File: src/rtl/gpu_pkg.sv
// Shared encodings for the GPU core pipeline: scheduler states, fetcher states,
// and the NOP opcode. The decoder and scheduler import this package too.
package gpu_pkg;

  typedef enum logic [2:0] {
    CS_IDLE    = 3'b000,
    CS_FETCH   = 3'b001,
    CS_DECODE  = 3'b010,
    CS_REQUEST = 3'b011,
    CS_WAIT    = 3'b100,
    CS_EXECUTE = 3'b101,
    CS_UPDATE  = 3'b110,
    CS_DONE    = 3'b111
  } core_state_e;

  typedef enum logic [2:0] {
    FS_IDLE     = 3'b000,
    FS_FETCHING = 3'b001,
    FS_FETCHED  = 3'b010,
    FS_ERROR    = 3'b011
  } fetch_state_e;

  localparam logic [3:0] NOP_OPCODE = 4'b0000;

  // Width of a counter that must be able to hold the value t (at least 1 bit).
  function automatic int cnt_width(input int t);
    int w;
    w = (t <= 0) ? 1 : $clog2(t + 1);
    return (w < 1) ? 1 : w;
  endfunction

endpackage

File: src/rtl/instruction_fetcher.sv
// Fetch stage: pulls current_pc from program memory over valid/ready, holds the
// word for the decoder, short-circuits repeated PCs through a one-entry buffer.
module instruction_fetcher
  import gpu_pkg::*;
#(
  parameter int PROGRAM_MEM_ADDR_BITS = 8,
  parameter int PROGRAM_MEM_DATA_BITS = 16,
  parameter int TIMEOUT_CYCLES        = 255
) (
  input  logic                             clk,
  input  logic                             reset,
  input  logic [2:0]                       core_state,
  input  logic [PROGRAM_MEM_ADDR_BITS-1:0] current_pc,
  input  logic                             flush,
  output logic                             mem_read_valid,
  output logic [PROGRAM_MEM_ADDR_BITS-1:0] mem_read_address,
  input  logic                             mem_read_ready,
  input  logic [PROGRAM_MEM_DATA_BITS-1:0] mem_read_data,
  output logic [2:0]                       fetcher_state,
  output logic [PROGRAM_MEM_DATA_BITS-1:0] instruction,
  output logic                             fetch_error
);

  localparam int              CW      = cnt_width(TIMEOUT_CYCLES);
  localparam logic [CW-1:0]   CNT_MAX = '1;
  localparam logic [CW-1:0]   CNT_TO  = CW'(TIMEOUT_CYCLES);

  fetch_state_e                     r_state, w_state_nxt;
  logic                             r_valid, w_valid_nxt;
  logic [PROGRAM_MEM_ADDR_BITS-1:0] r_addr, w_addr_nxt;
  logic [PROGRAM_MEM_DATA_BITS-1:0] r_instr, w_instr_nxt;
  logic                             r_err, w_err_nxt;
  logic [CW-1:0]                    r_cnt, w_cnt_nxt, w_cnt_inc;
  logic                             r_buf_valid, w_buf_valid_nxt;
  logic [PROGRAM_MEM_ADDR_BITS-1:0] r_buf_pc, w_buf_pc_nxt;
  logic [PROGRAM_MEM_DATA_BITS-1:0] r_buf_word, w_buf_word_nxt;
  logic                             w_fetch_req, w_hit, w_timeout;

  assign w_fetch_req = (core_state == CS_FETCH);
  // A same-cycle flush forces a miss so a reloaded program is never served stale.
  assign w_hit       = r_buf_valid && (r_buf_pc == current_pc) && !flush;
  assign w_cnt_inc   = (r_cnt == CNT_MAX) ? r_cnt : r_cnt + 1'b1;
  assign w_timeout   = (TIMEOUT_CYCLES != 0) && (w_cnt_inc == CNT_TO);

  always_ff @(posedge clk or negedge reset) begin
    if (!reset) begin
      r_state     <= FS_IDLE;
      r_valid     <= 1'b0;
      r_addr      <= '0;
      r_instr     <= '0;
      r_err       <= 1'b0;
      r_cnt       <= '0;
      r_buf_valid <= 1'b0;
      r_buf_pc    <= '0;
      r_buf_word  <= '0;
    end else begin
      r_state     <= w_state_nxt;
      r_valid     <= w_valid_nxt;
      r_addr      <= w_addr_nxt;
      r_instr     <= w_instr_nxt;
      r_err       <= w_err_nxt;
      r_cnt       <= w_cnt_nxt;
      r_buf_valid <= w_buf_valid_nxt;
      r_buf_pc    <= w_buf_pc_nxt;
      r_buf_word  <= w_buf_word_nxt;
    end
  end

  always_comb begin
    w_state_nxt     = r_state;
    w_valid_nxt     = r_valid;
    w_addr_nxt      = r_addr;
    w_instr_nxt     = r_instr;
    w_err_nxt       = r_err;
    w_cnt_nxt       = r_cnt;
    w_buf_valid_nxt = r_buf_valid & ~flush;
    w_buf_pc_nxt    = r_buf_pc;
    w_buf_word_nxt  = r_buf_word;
    case (r_state)
      FS_IDLE: begin
        if (w_fetch_req) begin
          if (w_hit) begin
            w_instr_nxt = r_buf_word;
            w_state_nxt = FS_FETCHED;
          end else begin
            w_valid_nxt = 1'b1;
            w_addr_nxt  = current_pc;
            w_cnt_nxt   = '0;
            w_state_nxt = FS_FETCHING;
          end
        end
      end
      // Request completes regardless of core_state; valid never drops mid-handshake.
      FS_FETCHING: begin
        if (mem_read_ready) begin
          w_instr_nxt     = mem_read_data;
          w_buf_pc_nxt    = r_addr;
          w_buf_word_nxt  = mem_read_data;
          w_buf_valid_nxt = ~flush;
          w_valid_nxt     = 1'b0;
          w_state_nxt     = FS_FETCHED;
        end else begin
          w_cnt_nxt = w_cnt_inc;
          if (w_timeout) begin
            w_valid_nxt = 1'b0;
            w_err_nxt   = 1'b1;
            w_instr_nxt = '0;  // all-zero word carries NOP_OPCODE
            w_state_nxt = FS_ERROR;
          end
        end
      end
      FS_FETCHED, FS_ERROR: begin
        if (core_state == CS_DECODE) w_state_nxt = FS_IDLE;
      end
      default: w_state_nxt = FS_IDLE;
    endcase
  end

  assign mem_read_valid   = r_valid;
  assign mem_read_address = r_addr;
  assign fetcher_state    = r_state;
  assign instruction      = r_instr;
  assign fetch_error      = r_err;

endmodule
File: config.mk
export PLATFORM = sky130hd
export DESIGN_NAME = instruction_fetcher
export DESIGN_NICKNAME = d
export VERILOG_FILES = /design/src/rtl/gpu_pkg.sv /design/src/rtl/instruction_fetcher.sv
export SDC_FILE = /design/constraint.sdc
export NUM_CORES = 1
export LEC_CHECK = 0
export CORE_UTILIZATION = 51
export DETAILED_ROUTE_END_ITERATION = 16
export GPL_TIMING_DRIVEN = 0
export PLACE_DENSITY = 0.86
export RECOVER_POWER = 25
export SYNTH_ARGS = -nofsm -noshare
export SYNTH_HDL_FRONTEND = slang
export SYNTH_SLANG_ARGS = --single-unit
File: constraint.sdc
create_clock -name clk -period 2.8 [get_ports clk]
set_input_delay 0.56 -clock clk [delete_from_list [all_inputs] [get_ports clk]]
set_output_delay 0.56 -clock clk [all_outputs]
set_load 0.01 [all_outputs]
After elaboration in Yosys (flattened, before gate mapping)
Cells that the tools add are included.
{"block": "totals", "ff_bits": 62, "out_inout_bits": 29, "word_cells": 64, "in_bits": 31}
{"block": "op_classes", "add_sub_neg": 1, "n_bitwise": 4, "eq_ne": 14, "n_mux": 23, "n_reduce_logical": 13}
{"operator": "16-bit two-way mux", "count": 4}
{"operator": "8-bit two-way mux", "count": 4}
{"operator": "16-bit case mux with 2 select lines", "count": 1}
{"operator": "8-bit equality test (second input constant)", "count": 2}
{"operator": "8-bit case mux with 2 select lines", "count": 1}
{"operator": "3-bit two-way mux", "count": 4}
{"operator": "4-bit AND reduction", "count": 3}
{"operator": "2-bit inequality test (second input constant)", "count": 5}
{"operator": "3-bit by 2-bit equality test with 1-bit output (second input constant)", "count": 3}
{"operator": "3-bit case mux with 3 select lines", "count": 1}
{"operator": "3-bit AND reduction", "count": 3}
{"operator": "8-bit by 1-bit adder with 8-bit output (second input constant)", "count": 1}
{"operator": "8-bit equality test", "count": 1}
{"operator": "3-bit by 1-bit equality test with 1-bit output (second input constant)", "count": 2}
{"operator": "1-bit two-way mux", "count": 6}
{"operator": "3-bit zero test", "count": 1}
{"operator": "3-bit inequality test (second input constant)", "count": 1}
{"operator": "1-bit NOT", "count": 3}
{"operator": "1-bit logical AND", "count": 2}
{"operator": "2-bit two-way mux", "count": 1}
{"operator": "1-bit case mux with 2 select lines", "count": 1}
{"operator": "2-bit AND reduction", "count": 1}
{"operator": "2-bit nonzero test", "count": 1}
{"operator": "2-bit OR reduction", "count": 1}
{"operator": "other kinds (2)", "count": 2}

Logic depth before layout (Yosys ltp)
Gate-level depths: netlist (run 1).
{"block": "logic_depth", "word_depth": 6, "ltp_mapped": 8, "mapped_depth_nobuf": 7}

Least setup slack after synthesis (run 1)
Ideal clock, no wire load.
{"block": "synth_path", "path_kind": "input port to flip-flop", "start": "in current_pc[3]", "end": "reg r_addr[1], in the netlist mem_read_address[1]", "t_arrival_ps": 1857, "setup_slack_ps": 818, "n_path_buf": 1, "required_time_ps": 2675, "setup_time_ps": 125, "stages": 6, "cell_sequence": "xor2_1 nor4_2 nand3_1 nand2_1 buf_2 mux2_2"}
{"block": "synth_via", "elab_chain_cells": 5}
{"item": "from (decl)", "line": "instruction_fetcher.sv:13", "rtl": "input logic [PROGRAM_MEM_ADDR_BITS-1:0] current_pc,"}
{"item": "8-bit equality test", "line": "instruction_fetcher.sv:41", "rtl": "assign w_hit = r_buf_valid && (r_buf_pc == current_pc) && !flush;"}
{"item": "1-bit logical AND (2 in a row)", "line": "instruction_fetcher.sv:41"}
{"item": "1-bit NOT (no source line)"}
{"item": "3-bit AND reduction (no source line)"}
{"item": "to (signal assigned)", "line": "instruction_fetcher.sv:59", "rtl": "r_addr <= w_addr_nxt;"}
{"item": "to (decl)", "line": "instruction_fetcher.sv:30", "rtl": "logic [PROGRAM_MEM_ADDR_BITS-1:0] r_addr, w_addr_nxt;"}
No other way between the ends.
A chain may end at the register's enable or synchronous reset.

Final worst setup path (run 1)
{"block": "layout_path", "start": "in core_state[1]", "end": "reg r_instr[5], in the netlist instruction[5]"}
{"block": "layout_via", "elab_chain_cells": 3}
{"item": "from (decl)", "line": "instruction_fetcher.sv:12", "rtl": "input logic [2:0] core_state,"}
{"item": "3-bit by 1-bit equality test with 1-bit output", "line": "instruction_fetcher.sv:39", "rtl": "assign w_fetch_req = (core_state == CS_FETCH);"}
{"item": "2-bit inequality test (no source line)"}
{"item": "4-bit AND reduction (no source line)"}
{"item": "to (signal assigned)", "line": "instruction_fetcher.sv:60", "rtl": "r_instr <= w_instr_nxt;"}
{"item": "to (decl)", "line": "instruction_fetcher.sv:31", "rtl": "logic [PROGRAM_MEM_DATA_BITS-1:0] r_instr, w_instr_nxt;"}
No other way between the ends.

==> flow_summary_export.csv, run 1 <==
group,metric,value,unit
finish,nets,402,
clocking,cts_root_buffer,"clkbuf_8",
clocking,cts_max_level,3,
pwr,power.leakage,1.63,nW
floorplanning,die_x,77.7,µm
logic_synthesis,synth_fp_nets,333,
global_routing,grt_busiest_layer,"met2",
global_routing,grt_pass1_vias,2319,
sta,slew_violations,0,
worst_hold_path,hold_path.class,"flop to flop",
floorplanning,fp.coreArea,5510,µm²
route,via_count,2379,
floorplanning,core.rowCount,27,
logic_synthesis,synth_warnings,0,
critical_path,worstPathArrival,2.59,ns
logic_synthesis,synth_area,2920,µm²
place,dpl.hpwl,4.68,mm
logic_synthesis,synth_compound_area_share,15.4,%
clocking,ctsHoldBuffers,0,
place,gp_congestion,0.850,
route,drc,0,
run,maxCapViolCount,0,
clocking,cts_buffer_depth,2,
clocking,cts_tree,"yes",
sta,holdWs,0.479,ns
logic_synthesis,synth.area.mux_share,3.08,%
global_routing,grtUsageMet3,3.88,%
sta,fin_skew,0.00464,ns
sta,hold_viol,0,
run_status,outcome,"completed",
logic_synthesis,ys_seq_elements,61,
route,wl_per_cell,14.7,µm
sta,finalCritPeriodShare,83.6,%
clocking,cts_sinks,61,
critical_path,cp-start-kind,"input pin",
finish,antenna_cells,0,
floorplanning,num_io_pins,60,
global_routing,grt_usage,23.6,%
route,drt-vias-per-instance,5.35,
clocking,insertion_delay,0.33,ns
logic_synthesis,synth_seq_area_share,52.2,%
floorplanning,die_h,77.7,µm
pwr,ir_drop,533,µV
clocking,cts_setup_buffers,0,
global_routing,met2_usage,39.3,%
finish,drive_gt1_share,15.8,%
floorplanning,dieArea,6030,µm²
sta,fmax,427,MHz
route,first_iter_violations,170,
critical_path,critical_path_required,3.05,ns
sta,worst_slew_pin_slew,1.40,ns
logic_synthesis,avgSynthCellArea,9.71,µm²
sta,setup_violations,0,
global_routing,grtUsageMet1,29.6,%
logic_synthesis,synth-adder-area-share,0.428,%
route,antenna_left,0,
logic_synthesis,yosys.area_share.simple,22.9,%
global_routing,antenna_found_initial,0,
global_routing,grt_max_degree,36,
clocking,cts_buffers,9,
floorplanning,initial_core_util,53.1,%
sta,finalSetupTns,0,ns
global_routing,grt_pass1_wl,10.7,mm
place,port_buffers,57,
logic_synthesis,synthXorXnorAreaFrac,2.40,%
clocking,cts_resized,0,
finish,fillers,419,
sta,maxSlewHeadroom,6.96,%
sta,grt_setup_unrepaired,"no",
critical_path,critical_path_class,"input pin to flop",
critical_path,cp_max_fo,10,
pwr,total_power,3.47,mW
logic_synthesis,syn_inst,301,
clocking,clk_pin_slew,0.06,ns
critical_path,worstSetupEndpointType,"flop",
logic_synthesis,synth_top_family_by_area,"simple AND/OR/NAND/NOR gates",
route,wl,6.53,mm
global_routing,grt_overflow_total,0,
pwr,power_density,931,nW/µm²
logic_synthesis,synth_cell_types,44,
finish,area_growth,27.6,%
sta,fin_crit,2.34,ns
route,drt_pre_antenna_iters,4,
==> metal layers <==
layer / vias to the layer above / wire length (µm)
met5: - / 0
met4: 0 / 138
met3: 19 / 342
met2: 72 / 3250
met1: 1130 / 2800
li1: 1158 / -
==> power breakdown <==
group          total (mW)  internal [mW]  leakage, nW  switching [mW]
registers            1.50           1.25        0.751           0.257
logic                1.34          0.711        0.808           0.631
clock network       0.625          0.310       0.0723           0.315
total                3.47           2.27         1.63            1.20
==> flip-flops by register name, indices dropped and copies added (netlist names) <==
| signal | flops |
|---|---|
| instruction | 16 |
| r_buf_word | 16 |
| mem_read_address | 8 |
| r_buf_pc | 8 |
| r_cnt | 8 |
| fetcher_state | 2 |
| fetch_error | 1 |
| mem_read_valid | 1 |
| r_buf_valid | 1 |
==> layout make-up <==
class / count / area [µm²] / area share (%)
clock buffer: 12 / 135 / 3.62
multi-input combinational: 223 / 1300 / 34.8
clock inverter: 2 / 12.5 / 0.336
inverter: 1 / 3.75 / 0.101
tap: 72 / 90.1 / 2.42
sequential: 61 / 1530 / 40.9
timing repair buffer: 58 / 569 / 15.3
buffer: 16 / 95.1 / 2.55
==> cell usage in the layout, fill, tap and decap left out, types with 3 or more instances in the layout <==
master and instances:
a21oi_1 10, a21oi_2 4, a22oi_1 5, a31oi_1 4, a31oi_2 10, buf_2 3, clkbuf_1 12, clkbuf_8 9
clkdlybuf4s50_1 56, dfrtp_1 61, mux2_2 8, nand2_1 98, nand2b_1 4, nand3_1 6, nand4_1 3, nor2_1 14
nor2_2 10, nor2b_1 3, nor3_1 4, o21ai_0 7, xor2_1 8
==> logic make-up after synthesis <==
logic type	Yosys count
and+or+nand+nor	151
DFF	61
AOI/OAI and AO/OA	54
buffers and inverters	17
xor gates and xnor gates	8
muxes	8
adders and majority gates	1
other	1
==> worst paths after layout <==
kind | from | endpoint | slack (ns) | cells past startpoint
max in group asynchronous | reset | r_cnt[4] | 0.75 | 2
setup / recovery | core_state[1] | instruction[5] | 0.46 | 8
setup reg to reg | r_cnt[0] | instruction[5] | 0.54 | 7
hold reg to reg | r_buf_word[14] | r_buf_word[14] | 0.48 | 2
min in group asynchronous | reset | instruction[0] | 0.53 | 1
hold / removal | r_buf_word[14] | r_buf_word[14] | 0.48 | 2
==> worst max-delay path: stages <==
cell and delay (ns):
clkdlybuf4s50_1 0.42, nand2b_1 0.19, nor4_2 0.37, nand4_1 0.25, a32oi_4 0.42, buf_8 0.20
nor2_2 0.04, a31oi_2 0.13
==> metrics by stage <==
stage               setup WS (ns)  cell area, µm²  util, %  cells
floorplan                   0.818            2920        -    301
global placement           -0.747            3580     65.1    430
detailed placement          0.121            3600     65.3    431
CTS                         0.468            3740     68.0    445
global route                0.317            3730     67.7    445
finish                      0.460            3730     67.7    445
==> synthesized netlist by cell type <==
master / count / area, µm²
buf_4: 1 / 7.51
o221a_2: 1 / 11.3
clkbuf_2: 1 / 5.00
and2_1: 1 / 6.26
nand2b_1: 4 / 25.0
a22o_1: 1 / 8.76
nor2b_1: 3 / 18.8
a31oi_1: 4 / 25.0
nand4_1: 3 / 18.8
a41o_1: 1 / 10.0
xor2_1: 8 / 70.1
a22oi_1: 5 / 37.5
nor2_1: 14 / 52.6
o211ai_1: 1 / 7.51
buf_2: 3 / 15.0
o41a_1: 1 / 11.3
mux2_2: 8 / 90.1
clkbuf_1: 8 / 30.0
buf_6: 2 / 22.5
nor2_2: 10 / 62.6
a21oi_2: 4 / 35.0
nor4_2: 2 / 25.0
a32oi_4: 1 / 27.5
and3_1: 1 / 6.26
nor3_1: 4 / 20.0
ha_1: 1 / 12.5
conb_1: 1 / 3.75
inv_1: 1 / 3.75
a21oi_1: 10 / 50.1
a211oi_1: 1 / 7.51
o2bb2ai_1: 2 / 17.5
o41ai_1: 2 / 17.5
a31o_2: 1 / 8.76
nor3b_1: 2 / 15.0
nand2_2: 2 / 12.5
o21ai_0: 7 / 35.0
and4_1: 1 / 8.76
nand2_1: 98 / 368
a31oi_2: 10 / 125
buf_8: 1 / 15.0
dfrtp_1: 61 / 1530
nand3_1: 6 / 30.0
a21o_1: 1 / 7.51
o21a_1: 1 / 7.51
Note: power is estimated with default switching activity, not from simulation.
==> inputs of run 2 (changes only) <==
--- a/config.mk
+++ b/config.mk
@@ -5,10 +5,10 @@
 export SDC_FILE = /design/constraint.sdc
 export NUM_CORES = 1
 export LEC_CHECK = 0
-export CORE_UTILIZATION = 51
+export CORE_UTILIZATION = 46
 export DETAILED_ROUTE_END_ITERATION = 16
 export GPL_TIMING_DRIVEN = 0
-export PLACE_DENSITY = 0.86
+export PLACE_DENSITY = 0.82
 export RECOVER_POWER = 25
 export SYNTH_ARGS = -nofsm -noshare
 export SYNTH_HDL_FRONTEND = slang
==> constraint.sdc (replaced) <==
create_clock -name clk -period 2 [get_ports clk]
set_input_delay 0.4 -clock clk [delete_from_list [all_inputs] [get_ports clk]]
set_output_delay 0.4 -clock clk [all_outputs]
set_load 0.01 [all_outputs]
==> run 2 against run 1 <==
Compared with the run above:
- wire length rose by 15%
- setup slack got worse by 0.51 ns
- critical endpoint is now instruction[12]
- utilization fell by 1.3 points
- power rose by 50%
- sequential power up 43%
- register-to-register slack got worse by 0.59 ns
- the flow now finishes with violations (capacitance limit, slew limit, setup timing)
==> flow_summary_export.csv, run 2 (same netlist as run 1, synthesis figures left out) <==
group,metric,value,unit
sta,grt_setup_unrepaired,"yes",
floorplanning,core.rowCount,28,
pwr,power.leakage,1.75,nW
place,port_buffers,57,
run,maxCapViolCount,1,
sta,fmax,487,MHz
worst_hold_path,min_to,"mem_read_address[3]",
finish,antenna_cells,0,
pwr,clkPwrFrac,17.3,%
sta,hold_viol,0,
worst_hold_path,min_from,"current_pc[3]",
clocking,clk_pin_slew,0.07,ns
clocking,cts_max_level,3,
floorplanning,die_h,81.7,µm
worst_hold_path,hold_path.class,"input pin to flop",
sta,slew_violations,30,
finish,area_growth,37.0,%
pwr,internal-power,3.31,mW
place,placed_area,3600,µm²
critical_path,cp_max_fo,5,
route,drt-vias-per-instance,5.57,
sta,maxSlewHeadroom,-14.7,%
global_routing,grt_overflow_total,0,
floorplanning,initial_core_util,48.5,%
sta,fin_crit,2.05,ns
global_routing,antenna_found_initial,0,
sta,setup_slack,-0.0514,ns
route,first_iter_violations,306,
sta,worst_slew_pin_slew,1.72,ns
route,via_count,2550,
critical_path,worstSetupEndpointType,"flop",
pwr,p_sw_share,36.2,%
global_routing,grt_pass1_vias,2543,
finish,nets,412,
critical_path,critical_path_class,"flop to flop",
clocking,cts_buffer_depth,2,
worst_hold_path,hold_depth,2,
finish,layout_common_cells,"nand2_1, dfrtp_1, clkdlybuf4s50_1",
critical_path,reg2reg_depth,7,
critical_path,cp_slowest_cell,"a32oi_4",
global_routing,grt_pass1_wl,12.4,mm
route,drt_pre_antenna_iters,5,
critical_path,worstPathArrival,2.31,ns
clocking,insertion_delay,0.34,ns
pwr,power_density,1300,nW/µm²
clocking,cts_sinks,61,
route,antenna_left,0,
floorplanning,dieArea,6670,µm²
pwr,total_power,5.19,mW
critical_path,path_buf_inv,1,
pwr,p_comb_share,41.3,%
clocking,cts_tree,"yes",
pwr,seq_power_share,41.3,%
critical_path,r2r_end,"instruction[12]",
sta,fin_skew,0.0100,ns
finish,mostFrequentLayoutCell,"nand2_1",
floorplanning,fp.coreArea,6030,µm²
route,wl_per_cell,16.5,µm
clocking,cts_buffers,9,
pwr,switchingPower,1.88,mW
critical_path,cp-start-kind,"flop",
sta,setup_violations,11,
critical_path,r2r_start,"r_buf_pc[3]",
global_routing,grt_max_degree,33,
floorplanning,num_io_pins,60,
place,dpl.hpwl,4.99,mm
critical_path,critical_path_required,2.25,ns
route,wl,7.54,mm
clocking,cts_root_buffer,"clkbuf_8",
place,gp_congestion,0.877,
run_status,outcome,"finished, violations left",
floorplanning,die_x,81.7,µm
critical_path,cp_slowest_stage_delay,0.43,ns
sta,finalCritPeriodShare,103,%
critical_path,critPathTopFamily,"compound AO/OA/AOI/OAI gates",
finish,drive_gt1_share,24.3,%
route,drc,0,
run_status,violations,"capacitance limit, slew limit, setup timing",
critical_path,crit_chain,"xor2_1 -> nor4_2 -> nand4_1 -> a32oi_4 -> buf_6 -> nor2_4 -> a31oi_2",
pwr,ir_drop,888,µV
critical_path,r2r_slack,-0.05,ns
finish,fin_area,4000,µm²
global_routing,grt_usage,25.4,%
==> run 2: changes by cell type in the layout (fill, tap and decap cells not counted), moves of 4 or more <==
cell and delta:
clkdlybuf4s50_1 -8, clkbuf_1 -6, nor2_2 -4, buf_4 +9, nor2_4 +7, dlygate4sd2_1 +6
==> run 2: cell type report <==
class / count / area [µm²]
Fill cell: 470 / 2020
Clock buffer: 10 / 128
Buffer: 13 / 87.6
Sequential cell: 61 / 1530
Clock inverter: 4 / 27.5
Tap cell: 75 / 93.8
Inverter: 1 / 3.75
Multi-Input combinational cell: 223 / 1440
Timing Repair Buffer: 71 / 694
==> run 2: metrics by stage <==
stage	setup WS [ns]	std cells	utilization, %	TNS, ns	hold WS, ns
2_1_floorplan	0.0228	301	-	0	0.104
3_3_place_gp	-1.38	433	59.5	-101.64	0.457
3_5_place_dp	-0.682	434	59.8	-18.28	0.462
4_1_cts	0.00413	460	65.3	0	0.134
5_1_grt	-0.129	458	66.4	-1.16	0.366
6_report	-0.0514	458	66.4	-0.200	0.366
==> run 2: how the worst max path moves through the flow <==
stage / from / end / slack [ns] / cells past startpoint
finish: r_buf_pc[3] / instruction[12] / -0.05 / 7
global route: r_buf_pc[3] / instruction[7] / -0.13 / 8
CTS: r_buf_pc[6] / instruction[4] / 0.004 / 8
detailed placement: core_state[1] / instruction[4] / -0.68 / 8
global placement: reset / mem_read_address[3] / -1.38 / 1
floorplan: r_cnt[0] / instruction[11] / 0.02 / 8
==> run 2: repair_timing <==
action	CTS	global route
gates resized for setup	26	29
buffers inserted	12	1
pin swaps	7	6
endpoints found under the setup margin	36	37
gates cloned	1	0
hold buffers	0	0
==> run 2: metal layers <==
metal	track usage, %	wire [µm]
met1	31.8	3170
met3	8.22	454
met2	39.8	3670
met5	0	0
met4	11.6	233
==> run 2: power by group through the flow <==
stage	clock (mW)	combinational, mW	sequential, mW
4_1_cts	0.912	2.07	2.11
3_5_place_dp	0	1.91	2.13
6_report	0.899	2.14	2.14
2_1_floorplan	0	0.954	2.18
3_3_place_gp	0	1.84	2.10
5_1_grt	0.967	2.34	2.20
